===== src/rtl/frame_buffer_read_arbiter.sv =====
// frame_buffer_read_arbiter
//   Shares the frame-buffer RAM read port between VGA scan-out and the
//   effects engine. VGA normally wins. After STARVE_LIMIT consecutive
//   denied effects cycles, the effects engine gets one forced grant.
//   Read data comes back on a shared registered bus. A per-requester
//   valid strobe is aligned to the RAM read latency.
// Ports
//   clk_25_vga, reset_n             : clock, async active-low reset
//   flush                           : drop in-flight returns, clear starvation state
//   vga_req/vga_addr/vga_gnt        : VGA request, address, grant
//   vga_rvalid                      : rd_data belongs to VGA
//   fx_req/fx_addr/fx_gnt           : effects request, address, grant
//   fx_rvalid                       : rd_data belongs to effects
//   ram_rdaddress/ram_rden          : RAM read address and enable
//   ram_rddata                      : RAM read data
//   rd_data                         : registered copy of ram_rddata
//   starve_events                   : saturating count of forced effects grants
module frame_buffer_read_arbiter #(
   parameter int ADDR_W       = 17,
   parameter int DATA_W       = 12,
   parameter int RD_LAT       = 2,
   parameter int STARVE_LIMIT = 8
) (
   input  logic              clk_25_vga,
   input  logic              reset_n,
   input  logic              flush,
   input  logic              vga_req,
   input  logic [ADDR_W-1:0] vga_addr,
   output logic              vga_gnt,
   output logic              vga_rvalid,
   input  logic              fx_req,
   input  logic [ADDR_W-1:0] fx_addr,
   output logic              fx_gnt,
   output logic              fx_rvalid,
   output logic [ADDR_W-1:0] ram_rdaddress,
   output logic              ram_rden,
   input  logic [DATA_W-1:0] ram_rddata,
   output logic [DATA_W-1:0] rd_data,
   output logic [15:0]       starve_events
);

   typedef enum logic {PRIO_VGA = 1'b0, PRIO_FX = 1'b1} state_t;

   localparam logic [8:0] LIMIT = 9'(STARVE_LIMIT);

   state_t              state, state_nxt;
   logic [7:0]          starve_cnt, starve_cnt_nxt;
   logic [8:0]          cnt_inc;
   logic [ADDR_W-1:0]   last_addr;
   logic [RD_LAT-1:0]   tag_vld;
   logic [RD_LAT-1:0]   tag_fx;

   // state register; flush pulls arbitration back to VGA priority
   always_ff @(posedge clk_25_vga or negedge reset_n) begin
      if (!reset_n) begin
         state      <= PRIO_VGA;
         starve_cnt <= '0;
      end else if (flush) begin
         state      <= PRIO_VGA;
         starve_cnt <= '0;
      end else begin
         state      <= state_nxt;
         starve_cnt <= starve_cnt_nxt;
      end
   end

   // next state: count denied effects cycles. The transition fires on the
   // edge where the count would reach the limit, so the forced grant comes
   // right after STARVE_LIMIT denials.
   always_comb begin
      state_nxt      = state;
      starve_cnt_nxt = '0;
      cnt_inc        = {1'b0, starve_cnt} + 9'd1;
      if (state == PRIO_VGA) begin
         if (fx_req && !fx_gnt) begin
            if (cnt_inc == LIMIT) begin
               state_nxt = PRIO_FX;
            end else begin
               starve_cnt_nxt = cnt_inc[7:0];
            end
         end
      end else begin
         // One cycle only. Either effects is granted, or it withdrew.
         state_nxt = PRIO_VGA;
      end
   end

   // output: grants, forced low while reset is asserted
   always_comb begin
      vga_gnt = 1'b0;
      fx_gnt  = 1'b0;
      if (reset_n) begin
         if (state == PRIO_VGA) begin
            vga_gnt = vga_req;
            fx_gnt  = fx_req && !vga_req;
         end else begin
            fx_gnt  = fx_req;
            vga_gnt = vga_req && !fx_req;
         end
      end
   end

   assign ram_rden      = vga_gnt | fx_gnt;
   assign ram_rdaddress = fx_gnt ? fx_addr : (vga_gnt ? vga_addr : last_addr);

   always_ff @(posedge clk_25_vga or negedge reset_n) begin
      if (!reset_n) begin
         last_addr     <= '0;
         starve_events <= '0;
      end else begin
         if (ram_rden)
            last_addr <= ram_rdaddress;
         if (fx_gnt && state == PRIO_FX && starve_events != 16'hFFFF)
            starve_events <= starve_events + 16'd1;
      end
   end

   // Return tags ride alongside the RAM pipeline. The rvalid flops line up
   // with rd_data, which adds one register after the RAM.
   always_ff @(posedge clk_25_vga or negedge reset_n) begin
      if (!reset_n) begin
         tag_vld    <= '0;
         tag_fx     <= '0;
         vga_rvalid <= 1'b0;
         fx_rvalid  <= 1'b0;
      end else if (flush) begin
         tag_vld    <= '0;
         tag_fx     <= '0;
         vga_rvalid <= 1'b0;
         fx_rvalid  <= 1'b0;
      end else begin
         tag_vld[0] <= ram_rden;
         tag_fx[0]  <= fx_gnt;
         for (int i = 1; i < RD_LAT; i++) begin
            tag_vld[i] <= tag_vld[i-1];
            tag_fx[i]  <= tag_fx[i-1];
         end
         vga_rvalid <= tag_vld[RD_LAT-1] && !tag_fx[RD_LAT-1];
         fx_rvalid  <= tag_vld[RD_LAT-1] &&  tag_fx[RD_LAT-1];
      end
   end

   // flush leaves the data register alone; only reset clears it
   always_ff @(posedge clk_25_vga or negedge reset_n) begin
      if (!reset_n)
         rd_data <= '0;
      else
         rd_data <= ram_rddata;
   end

endmodule


===== config.mk =====
export PLATFORM = sky130hd
export DESIGN_NAME = frame_buffer_read_arbiter
export DESIGN_NICKNAME = d
export VERILOG_FILES = /design/src/rtl/frame_buffer_read_arbiter.sv
export SDC_FILE = /design/constraint.sdc
export NUM_CORES = 1
export LEC_CHECK = 0
export ABC_AREA = 1
export BUFFER_PORTS_ARGS = -buffer_cell sky130_fd_sc_hd__buf_2
export CAP_MARGIN = 40
export CORE_ASPECT_RATIO = 1.1
export CORE_MARGIN = 4
export CORE_UTILIZATION = 53
export DETAILED_ROUTE_END_ITERATION = 7
export PLACE_DENSITY = 0.94
export SYNTH_ARGS = -nofsm -noshare
export SYNTH_HDL_FRONTEND = slang
export SYNTH_SLANG_ARGS = --single-unit
export TNS_END_PERCENT = 100

===== constraint.sdc =====
create_clock -name clk_25_vga -period 3.2 [get_ports clk_25_vga]
set_input_delay 0.64 -clock clk_25_vga [delete_from_list [all_inputs] [get_ports clk_25_vga]]
set_output_delay 0.64 -clock clk_25_vga [all_outputs]
set_load 0.05 [all_outputs]

=== After elaboration in Yosys (flattened, before gate mapping) ===
Cells that the tools add are included.

* Reductions and logical operators: 11
* Equality and inequality tests: 2
* Bitwise logic cells: 1
* Multiplexer cells: 18
* $add $sub $neg: 2

{| class="wikitable"
|+ Operator list
! kind !! number
|-
| 17-bit 2-to-1 mux || 2
|-
| 8-bit 2-to-1 mux || 4
|-
| 16-bit by 1-bit adder with 16-bit output (second input constant) || 1
|-
| 16-bit != test (second input constant) || 1
|-
| 1-bit 2-to-1 mux || 10
|-
| 8-bit by 1-bit adder with 9-bit output (second input constant) || 1
|-
| 9-bit by 4-bit == test with 1-bit output (second input constant) || 1
|-
| 1-bit logical AND || 7
|-
| 1-bit logical NOT || 4
|-
| 2-bit 2-to-1 mux || 2
|-
| 1-bit bitwise OR || 1
|}

* Input port bits: 51
* Register bits after elaboration: 60
* Output and inout bits: 50

=== Longest topological paths before layout ===
Gate-level depths: netlist (run 1).

* Depth in word-level cells: 9
* Mapped depth: 11

=== Worst setup path after synthesis (run 1) ===
OpenSTA, ideal clock, no wires.

* Kind: in2out
* Start: input port fx_req
* End: output port ram_rdaddress[10]
* Data required time: 2.560 ns
* Arrival: 2.079 ns
* Path slack: 0.481 ns
* Stages: 6
* Path through: nand2_1 -> nand3_1 -> clkinv_1 -> clkbuf_1 -> nand2_1 -> nand3_1

* Longest elaborated chain between the ends: 6

{| class="wikitable"
|+ RTL lines
! what !! line !! RTL
|-
| start: declaration || 31 || <nowiki>input logic fx_req,</nowiki>
|-
| 1-bit logical NOT || 98 || <nowiki>vga_gnt = vga_req && !fx_req;</nowiki>
|-
| 1-bit logical AND || 98 ||
|-
| 1-bit 2-to-1 mux || 93 || <nowiki>if (state == PRIO_VGA) begin</nowiki>
|-
| 1-bit 2-to-1 mux || 92 || <nowiki>if (reset_n) begin</nowiki>
|-
| via vga_gnt || 29 || <nowiki>output logic vga_gnt,</nowiki>
|-
| 17-bit 2-to-1 mux (2 in a row) || 104 || <nowiki>assign ram_rdaddress = fx_gnt ? fx_addr : (vga_gnt ? vga_addr : last_addr);</nowiki>
|-
| end: declaration || 35 || <nowiki>output logic [ADDR_W-1:0] ram_rdaddress,</nowiki>
|}

The timed path passes the listed nets, and every way through them passes these cells.

=== Worst setup path in the final report (run 1) ===
* Start: register state
* End: output port ram_rdaddress[7]

* Longest elaborated chain between the ends: 4

{| class="wikitable"
|+ RTL lines
! what !! line !! RTL
|-
| start: declaration || 46 || <nowiki>state_t state, state_nxt;</nowiki>
|-
| start signal: assignment || 62 || <nowiki>state <= state_nxt;</nowiki>
|-
| 1-bit 2-to-1 mux || 93 ||
|-
| 1-bit 2-to-1 mux || 92 ||
|-
| 17-bit 2-to-1 mux || 104 ||
|-
| 17-bit 2-to-1 mux (*) || 104 ||
|}

Every way passes the cells marked *; elsewhere a longest branch is shown, timed or not.

==> impl_metrics.py, run 1 <==
metrics = {
    "clock_tree": {
        "clkLatencyLatePin_ns": 0.34,
        "cts_buffer_depth": 2,
        "ctsResizeCount": 0,
        "tritoncts": "built",
        "path_clk_slew_ns": 0.07,
        "postCtsSetupBuffers": 0,
        "cts_root_buffer": "clkbuf_8",
        "cts_buffers": 9,
        "cts_sinks": 60,
        "cts_hold_buf": 0,
        "cts_max_level": 3,
    },
    "global_routing": {
        "grt_pass1_vias": 2664,
        "grt_max_degree": 61,
        "track_usage_pct": 21.8,
        "overflow": 0,
        "grt_pass1_wl_um": 11200,
        "antenna_found_initial": 0,
    },
    "sta": {
        "worstMarginPinSlew_ns": 0.723,
        "tns_ns": 0,
        "slew_headroom_pct": 51.8,
        "slew_viol_final": 0,
        "fmax_ghz": 0.385,
        "finalSetupViolations": 0,
        "period_minus_slack_ns": 2.60,
        "timing.final.crit_share_pct": 81.2,
        "rsz0062_at_grt": "false",
        "hold_violations": 0,
        "fin_worst_skew_ns": 0.00824,
    },
    "power_and_ir_drop": {
        "p_switching_mw": 0.557,
        "leakage_nw": 1.88,
        "p_int_mw": 1.27,
        "pwr-share-seq_pct": 44.7,
        "swShare_pct": 30.6,
        "pwr-share-clk_pct": 37.2,
        "power.total_mw": 1.82,
        "peakVddDrop_uv": 336,
        "power_frac_comb_pct": 18.1,
        "power_per_cell_area_nw_per_um2": 511,
    },
    "layout": {
        "fillers": 377,
        "multi_input_area_sq_um": 1160,
        "regArea_sq_um": 1500,
        "nets": 497,
        "fin_cells": 506,
        "syn_to_final_growth_pct": 26.3,
        "drive_gt1_share_pct": 29.2,
        "antenna_cells": 0,
        "fin_area_sq_um": 3560,
        "postLayoutCoreUtil_pct": 70.3,
    },
    "die": {
        "core_area_sq_um": 5070,
        "die_y_um": 84.5,
        "die_x_um": 77.6,
        "rows": 27,
        "start_util_pct": 55.7,
        "dieArea_sq_um": 6560,
        "io_pins": 101,
    },
    "yosys": {
        "synth_edf_count": 0,
        "syn_area_per_cell_sq_um": 8.35,
        "ys_types": 27,
        "synth_area_sq_um": 2820,
        "ys_seq_elements": 60,
        "synthFlopType": "dfrtp_1",
        "synth.yosys.seq_area_share_pct": 53.2,
        "yosysWarnings": 0,
        "synth_nets": 392,
        "syn_inst": 338,
        "postSynth.asyncResetShare_pct": 100,
    },
    "placed_design": {
        "routabilityCongestion": 0.871,
        "post_dp_cell_area_sq_um": 3360,
        "io_buffers": 100,
        "dp.cells": 490,
        "dp_hpwl_um": 5070,
    },
    "detailed_routing": {
        "drt-total-wl_um": 6740,
        "ant_nets": 0,
        "wire_per_inst_um": 13.3,
        "drt_first_pass_iters": 4,
        "drc_errors": 0,
        "dr.first_iter.drc_count": 186,
        "via_count": 2689,
        "via_per_inst": 5.31,
    },
    "worst_setup_path": {
        "cp-end-kind": "primary output",
        "crit_chain": "inv_1 > nand2_1 > nand3_1 > clkinv_1 > nand2_1 > nand3_1 > buf_2",
        "crit-reg2reg-launch": "starve_events[0]",
        "worstSetupPathType": "register to primary output",
        "cpPeakStageDelay_ns": 0.43,
        "arrival_ns": 1.96,
        "critPathLaunchType": "register",
        "crit_start": "state",
        "slowest_stage": "clkinv_1",
        "required_ns": 2.56,
        "worstPathMaxFanout": 18,
    },
    "worst_hold_path": {
        "hp-start": "ram_rddata[5]",
        "hold_class": "input pin to register",
    },
    "status": {
        "status": "completed",
    },
    "run": {
        "maxCapViolCount": 0,
    },
}
==> Yosys cell counts, types with 3 or more instances <==
library cell,instances,share of area (%)
buf_2,3,0.53
clkbuf_1,3,0.40
dfrtp_1,60,53
ha_1,3,1.3
inv_1,25,3.3
nand2_1,99,13
nand2_2,3,0.67
nand3_1,68,12
nand3b_1,3,0.80
nand4_1,3,0.67
nor2_1,30,4.0
nor3_1,6,1.1
o21ai_0,3,0.53
o21ai_2,5,1.6
xnor2_1,6,1.9
xor2_1,4,1.2
==> flip-flops by register name (all words and copies together), names as in the netlist <==
name / count
fx_rvalid: 1
last_addr: 17
rd_data: 12
starve_cnt: 8
starve_events: 16
state: 1
tag_fx: 2
tag_vld: 2
vga_rvalid: 1
==> stage by stage <==
step / hold WS (ns) / worst slack, ns
after floorplan: 0.344 / 0.481
after global routing: 0.374 / 0.356
after global placement: 0.412 / 0.702
after detailed placement: 0.441 / 0.640
final: 0.408 / 0.603
after CTS: 0.394 / 0.547
==> metal layers <==
| metal | wire length [um] | global-route usage (%) |
|---|---|---|
| met1 | 2580 | 22.1 |
| met2 | 3590 | 40.1 |
| met3 | 501 | 8.26 |
| met4 | 75 | 8.25 |
| met5 | 0 | 0 |
==> layout make-up <==
cell class	instances	area share [%]
sequential	60	42.1
multi-input combinational	241	32.5
clock buffer	11	3.97
clock inverter	5	1.72
inverter	28	2.95
timing repair buffer	103	14.7
tap	58	2.04
==> power by group through the flow <==
| stage | registers (mW) | logic, mW | clock network (mW) |
|---|---|---|---|
| after floorplan | 0.859 | 0.196 | 0 |
| after global placement | 0.826 | 0.327 | 0 |
| after detailed placement | 0.829 | 0.334 | 0 |
| after CTS | 0.815 | 0.335 | 0.693 |
| after global routing | 0.817 | 0.355 | 0.737 |
| final | 0.814 | 0.330 | 0.677 |
==> cell usage in the layout, fill, tap and decap left out, drive strengths merged, types with 3 or more instances in the layout <==
master and instances:
ha 3, dfrtp 60, clkbuf 11, clkinv 3, xnor2 6, xor2 4
o21ai 9, nand4 3, inv 26, nor3 8, nand3 69, buf 103
clkinvlp 3, nor2 31, nand2 102, nand3b 3
==> final timing paths <==
kind,to,cells after the start,slack [ns]
setup / recovery,ram_rdaddress[7],7,0.60
hold / removal,rd_data[5],1,0.41
setup reg to reg,starve_events[2],9,1.10
hold reg to reg,tag_fx[1],2,0.47
max in group asynchronous,last_addr[13],2,2.22
min in group asynchronous,rd_data[10],2,0.51
==> kinds of logic (layout without fill, tap and decap cells) <==
| logic type | after synthesis | count (layout) | share of synthesized area (%) |
|---|---|---|---|
| buffers and inverters | 37 | 147 | 5.72 |
| AND/OR/NAND/NOR | 218 | 218 | 34.2 |
| flip-flops | 60 | 60 | 53.2 |
| XOR/XNOR | 10 | 10 | 3.10 |
| adder cells (fa/ha/maj) | 3 | 3 | 1.33 |
| AO/OA/AOI/OAI | 10 | 10 | 2.44 |
==> worst max-delay path: cells and delay by family, from the launching register on <==
kind / cells / cell delay [ns]
and+or+nand+nor: 4 / 0.46
buffers and inverters: 3 / 0.74
DFF: 1 / 0.40
No activity file was read; power rests on OpenSTA's default activity.
==> run 2, diff against run 1 <==
--- a/config.mk
+++ b/config.mk
@@ -10,9 +10,9 @@
 export CAP_MARGIN = 40
 export CORE_ASPECT_RATIO = 1.1
 export CORE_MARGIN = 4
-export CORE_UTILIZATION = 53
+export CORE_UTILIZATION = 45
 export DETAILED_ROUTE_END_ITERATION = 7
-export PLACE_DENSITY = 0.94
+export PLACE_DENSITY = 0.86
 export SYNTH_ARGS = -nofsm -noshare
 export SYNTH_HDL_FRONTEND = slang
 export SYNTH_SLANG_ARGS = --single-unit
==> constraint.sdc (replaced) <==
create_clock -name clk_25_vga -period 2.1 [get_ports clk_25_vga]
set_input_delay 0.42 -clock clk_25_vga [delete_from_list [all_inputs] [get_ports clk_25_vga]]
set_output_delay 0.42 -clock clk_25_vga [all_outputs]
set_load 0.05 [all_outputs]
==> impl_metrics.py, run 2 (synthesized netlist as in run 1, its figures left out) <==
metrics = {
    "power_and_ir_drop": {
        "p_int_mw": 2.08,
        "pwr-share-clk_pct": 38.8,
        "pwr-share-seq_pct": 42.2,
        "p_switching_mw": 0.855,
        "swShare_pct": 29.1,
        "power_frac_comb_pct": 18.9,
        "leakage_nw": 1.95,
        "peakVddDrop_uv": 454,
        "power_per_cell_area_nw_per_um2": 788,
    },
    "global_routing": {
        "track_usage_pct": 19.2,
        "grt_pass1_vias": 2723,
        "overflow": 0,
        "grt_pass1_wl_um": 11800,
        "antenna_found_initial": 0,
        "grt_max_degree": 51,
    },
    "detailed_routing": {
        "wire_per_inst_um": 13.1,
        "drc_errors": 0,
        "via_per_inst": 5.08,
        "dr.first_iter.drc_count": 81,
        "drt_first_pass_iters": 5,
        "via_count": 2707,
        "drt-total-wl_um": 6990,
        "ant_nets": 0,
    },
    "die": {
        "start_util_pct": 46.1,
        "rows": 30,
        "die_x_um": 83.5,
        "core_area_sq_um": 6120,
        "io_pins": 101,
        "die_y_um": 91.0,
        "dieArea_sq_um": 7600,
    },
    "worst_setup_path": {
        "cp-end-kind": "primary output",
        "required_ns": 1.68,
        "worstPathMaxFanout": 11,
        "worstSetupPathType": "register to primary output",
        "arrival_ns": 1.60,
        "reg2reg_slack_ns": 0.36,
        "critPathLaunchType": "register",
    },
    "sta": {
        "period_minus_slack_ns": 2.02,
        "finalSetupViolations": 0,
        "slew_headroom_pct": 57.8,
        "hold_violations": 0,
        "rsz0062_at_grt": "false",
        "worstMarginPinSlew_ns": 0.632,
        "slew_viol_final": 0,
        "fin_worst_skew_ns": 0.00894,
        "timing.final.crit_share_pct": 96.2,
        "tns_ns": 0,
        "fmax_ghz": 0.495,
    },
    "clock_tree": {
        "cts_root_buffer": "clkbuf_8",
        "cts_hold_buf": 0,
        "cts_max_level": 3,
        "path_clk_slew_ns": 0.07,
        "cts_sinks": 60,
        "cts_buffer_depth": 2,
        "clkLatencyLatePin_ns": 0.33,
        "cts_buffers": 9,
        "tritoncts": "built",
    },
    "placed_design": {
        "io_buffers": 100,
        "routabilityCongestion": 0.847,
        "dp_hpwl_um": 5000,
    },
    "status": {
        "status": "completed",
    },
    "layout": {
        "postLayoutCoreUtil_pct": 60.9,
        "syn_to_final_growth_pct": 32.0,
        "antenna_cells": 0,
        "final_common_cell": "nand2_1",
        "reg.largest.list": "last_addr: 17 flops, starve_events: 16 flops, rd_data: 12 flops",
        "drive_gt1_share_pct": 30.7,
        "nets": 502,
        "final_cell_mix": "99 x nand2_1, 83 x buf_2, 67 x nand3_1, 60 x dfrtp_1, 30 x nor2_1",
        "largest_reg_flops": 17,
        "regMostFlops": "last_addr",
    },
    "run": {
        "maxCapViolCount": 0,
    },
    "worst_hold_path": {
        "hold_class": "input pin to asynchronous set/reset pin",
    },
}
[run 2: changes by cell type in the layout (fill, tap and decap cells not counted), sizes merged]
cell,before,now
clkinv,3,5
clkbuf,11,15
clkinvlp,3,0
inv,26,27
bufinv,1,2
[run 2: layout make-up]
type | count | area (sq um)
fillers | 518 | 2390
flip-flops and latches | 60 | 1500
multi-input cells | 241 | 1170
repair buffers | 107 | 614
clock buffers | 11 | 141
inverters | 28 | 115
well taps | 80 | 100
clock inverters | 5 | 75.1
repair inverters | 1 | 6.26
[run 2: final timing paths]
| path | startpoint | end | cells past startpoint |
|---|---|---|---|
| setup / recovery | state | ram_rdaddress[11] | 7 |
| max in group asynchronous | reset_n | starve_events[8] | 2 |
| setup reg to reg | starve_events[0] | starve_events[3] | 8 |
| min in group clk_25_vga | ram_rddata[5] | rd_data[5] | 1 |
| hold reg to reg | tag_fx[1] | vga_rvalid | 1 |
| hold / removal | reset_n | last_addr[4] | 2 |
[run 2: what timing repair did]
item / in CTS / in global routing
endpoints found under the setup margin: 19 / 16
gates resized for setup: 11 / 29
gates cloned: 2 / 0
buffers inserted: 0 / 0
[run 2: metal layers]
layer  GRT usage (%)  wire [um]
met1            20.9       2740
met2            33.7       3560
met5               0          0
met4            8.45        127
met3            6.62        563
[run 2: critical path: stages, from the launching register on]
cell	delay, ns
dfrtp_1	0.40
inv_1	0.09
nand2_1	0.09
nand3_4	0.12
buf_6	0.16
nand3_1	0.09
nand3_1	0.08
clkbuf_4	0.23
[run 2: power groups by stage]
stage / Sequential [mW] / Combinational (mW) / Clock [mW]
2_1_floorplan: 1.31 / 0.299 / 0
3_3_place_gp: 1.26 / 0.502 / 0
3_5_place_dp: 1.26 / 0.513 / 0
4_1_cts: 1.24 / 0.528 / 1.16
5_1_grt: 1.25 / 0.595 / 1.22
6_report: 1.24 / 0.555 / 1.14
[run 2: through the flow]
step / power, mW / area, sq um / cells / setup slack, ns / hold slack [ns]
finish: 2.93 / 3720 / 533 / 0.0800 / 0.0771
CTS: 2.93 / 3670 / 533 / 0.00663 / 0.0375
global route: 3.06 / 3720 / 533 / 0.00221 / 0.0801
global placement: 1.76 / 3410 / 515 / 0.0928 / 0.388
detailed placement: 1.78 / 3410 / 515 / -0.0102 / 0.388
floorplan: 1.61 / 2820 / 338 / 0.0662 / 0.124
==> run 3, diff against run 2 <==
--- a/config.mk
+++ b/config.mk
@@ -8,11 +8,14 @@
 export ABC_AREA = 1
 export BUFFER_PORTS_ARGS = -buffer_cell sky130_fd_sc_hd__buf_2
 export CAP_MARGIN = 40
+export CELL_PAD_IN_SITES_DETAIL_PLACEMENT = 2
+export CELL_PAD_IN_SITES_GLOBAL_PLACEMENT = 2
 export CORE_ASPECT_RATIO = 1.1
 export CORE_MARGIN = 4
-export CORE_UTILIZATION = 45
+export CORE_UTILIZATION = 25
 export DETAILED_ROUTE_END_ITERATION = 7
 export PLACE_DENSITY = 0.86
+export SLEW_MARGIN = 30
 export SYNTH_ARGS = -nofsm -noshare
 export SYNTH_HDL_FRONTEND = slang
 export SYNTH_SLANG_ARGS = --single-unit
==> impl_metrics.py, run 3 (synthesized netlist as in run 1, its figures left out) <==
metrics = {
    "status": {
        "status": "completed",
    },
    "detailed_routing": {
        "via_per_inst": 4.66,
        "drc_errors": 0,
        "ant_nets": 0,
        "wire_per_inst_um": 16.3,
        "via_count": 2806,
        "dr.first_iter.drc_count": 56,
        "drt_first_pass_iters": 4,
        "drt-total-wl_um": 9830,
    },
    "die": {
        "die_y_um": 119,
        "start_util_pct": 25.7,
        "core_area_sq_um": 11000,
        "die_x_um": 109,
        "rows": 40,
        "dieArea_sq_um": 13100,
        "io_pins": 101,
    },
    "global_routing": {
        "track_usage_pct": 16.1,
        "grt_pass1_wl_um": 16400,
        "grt_max_degree": 35,
        "overflow": 0,
        "grt_pass1_vias": 3350,
        "antenna_found_initial": 0,
    },
    "placed_design": {
        "io_buffers": 100,
        "post_dp_cell_area_sq_um": 3550,
        "dp_hpwl_um": 7230,
        "routabilityCongestion": 0.781,
    },
    "worst_setup_path": {
        "arrival_ns": 1.62,
        "cp-end-kind": "primary output",
        "worstSetupPathType": "register to primary output",
        "critPathLaunchType": "register",
        "slowest_stage": "dfrtp_1",
        "path_common_cell": "nand3_1",
        "path_buf_inv": 3,
        "critPathTopFamily": "simple AND/OR/NAND/NOR gates",
        "crit_chain": "inv_1 > nand2_1 > nand3_4 > buf_4 > nand3_1 > nand3_1 > buf_6",
        "cpPeakStageDelay_ns": 0.39,
        "required_ns": 1.68,
        "worstPathMaxFanout": 10,
    },
    "sta": {
        "fmax_ghz": 0.491,
        "worstMarginPinSlew_ns": 0.462,
        "period_minus_slack_ns": 2.04,
        "slew_headroom_pct": 69.2,
        "hold_violations": 0,
        "rsz0062_at_grt": "true",
        "fin_worst_skew_ns": 0.0110,
        "finalSetupViolations": 0,
        "slew_viol_final": 0,
        "timing.final.crit_share_pct": 97.0,
    },
    "layout": {
        "antenna_cells": 0,
        "final_cell_mix": "99 x nand2_1, 83 x buf_2, 67 x nand3_1, 60 x dfrtp_1, 30 x nor2_1",
        "largest_reg_flops": 17,
        "reg.largest.list": "last_addr: 17 flops, starve_events: 16 flops, rd_data: 12 flops",
        "final_common_cell": "nand2_1",
        "fin_area_sq_um": 4000,
        "fillers": 1246,
        "syn_to_final_growth_pct": 41.6,
        "regMostFlops": "last_addr",
        "postLayoutCoreUtil_pct": 36.5,
        "nets": 505,
        "drive_gt1_share_pct": 31.4,
    },
    "power_and_ir_drop": {
        "peakVddDrop_uv": 354,
        "leakage_nw": 2.03,
        "power_per_cell_area_nw_per_um2": 884,
    },
    "run": {
        "maxCapViolCount": 0,
    },
    "clock_tree": {
        "cts_root_buffer": "clkbuf_16",
        "clkLatencyLatePin_ns": 0.33,
        "cts_buffers": 9,
        "path_clk_slew_ns": 0.06,
        "tritoncts": "built",
        "cts_buffer_depth": 2,
        "cts_sinks": 60,
        "cts_max_level": 3,
    },
    "worst_hold_path": {
        "hold_class": "input pin to register",
    },
}
run 3: cell types whose count changed in the layout (fill, tap and decap cells not counted), sizes merged:
cell	change
buf	+7
bufinv	+1
clkbuf	-4
clkinv	-3
inv	+1
run 3: worst paths after layout:
path                                    endpoint        startpoint  cells after the start  slack (ns)
worst max-delay path            ram_rdaddress[9]             state                      7        0.06
worst min-delay path                  rd_data[7]     ram_rddata[7]                      1        0.20
worst max register to register  starve_events[5]  starve_events[0]                      8        0.16
worst min register to register         tag_fx[1]         tag_fx[0]                      2        0.45
max in group asynchronous          last_addr[15]           reset_n                      2        1.48
min in group asynchronous       starve_events[7]           reset_n                      2        0.24
run 3: layout make-up:
type                            count  area, sq um  area share [%]
Timing Repair Buffer              111          688            17.2
Clock buffer                       10          239            5.98
Clock inverter                      5          100            2.50
Inverter                           28          110            2.76
Tap cell                          147          184            4.60
Sequential cell                    60         1500            37.6
Multi-Input combinational cell    241         1170            29.4
run 3: per-stage QoR:
step	hold slack (ns)	setup WS (ns)	setup TNS, ns	power (mW)	cells
after detailed placement	0.437	0.166	0	1.80	586
after floorplan	0.124	0.0662	0	1.61	338
after global routing	0.190	-0.0402	-0.279	3.68	602
after CTS	0.188	0.00768	0	3.53	601
final	0.196	0.0623	0	3.53	602
after global placement	0.424	0.213	0	1.79	586
run 3: report_power, final:
part	internal, mW	total [mW]	switching [mW]
clock network	1.18	1.70	0.520
registers	1.22	1.24	0.0217
logic	0.184	0.591	0.407
run 3: what timing repair did:
| item | CTS | global route |
|---|---|---|
| setup endpoints to repair | 17 | 31 |
| resized for setup | 6 | 41 |
| setup buffers | 0 | 1 |
| hold buffers | 0 | 0 |
run 3: per-layer routing:
layer	routed length (um)	vias to the layer above	share of wire [%]	global-route usage, %
met5	0	-	0	0
met4	228	0	2.3	6.08
met3	417	19	4.2	3.20
met2	5390	78	55	30.5
met1	3790	1393	39	17.3
li1	-	1316	-	-
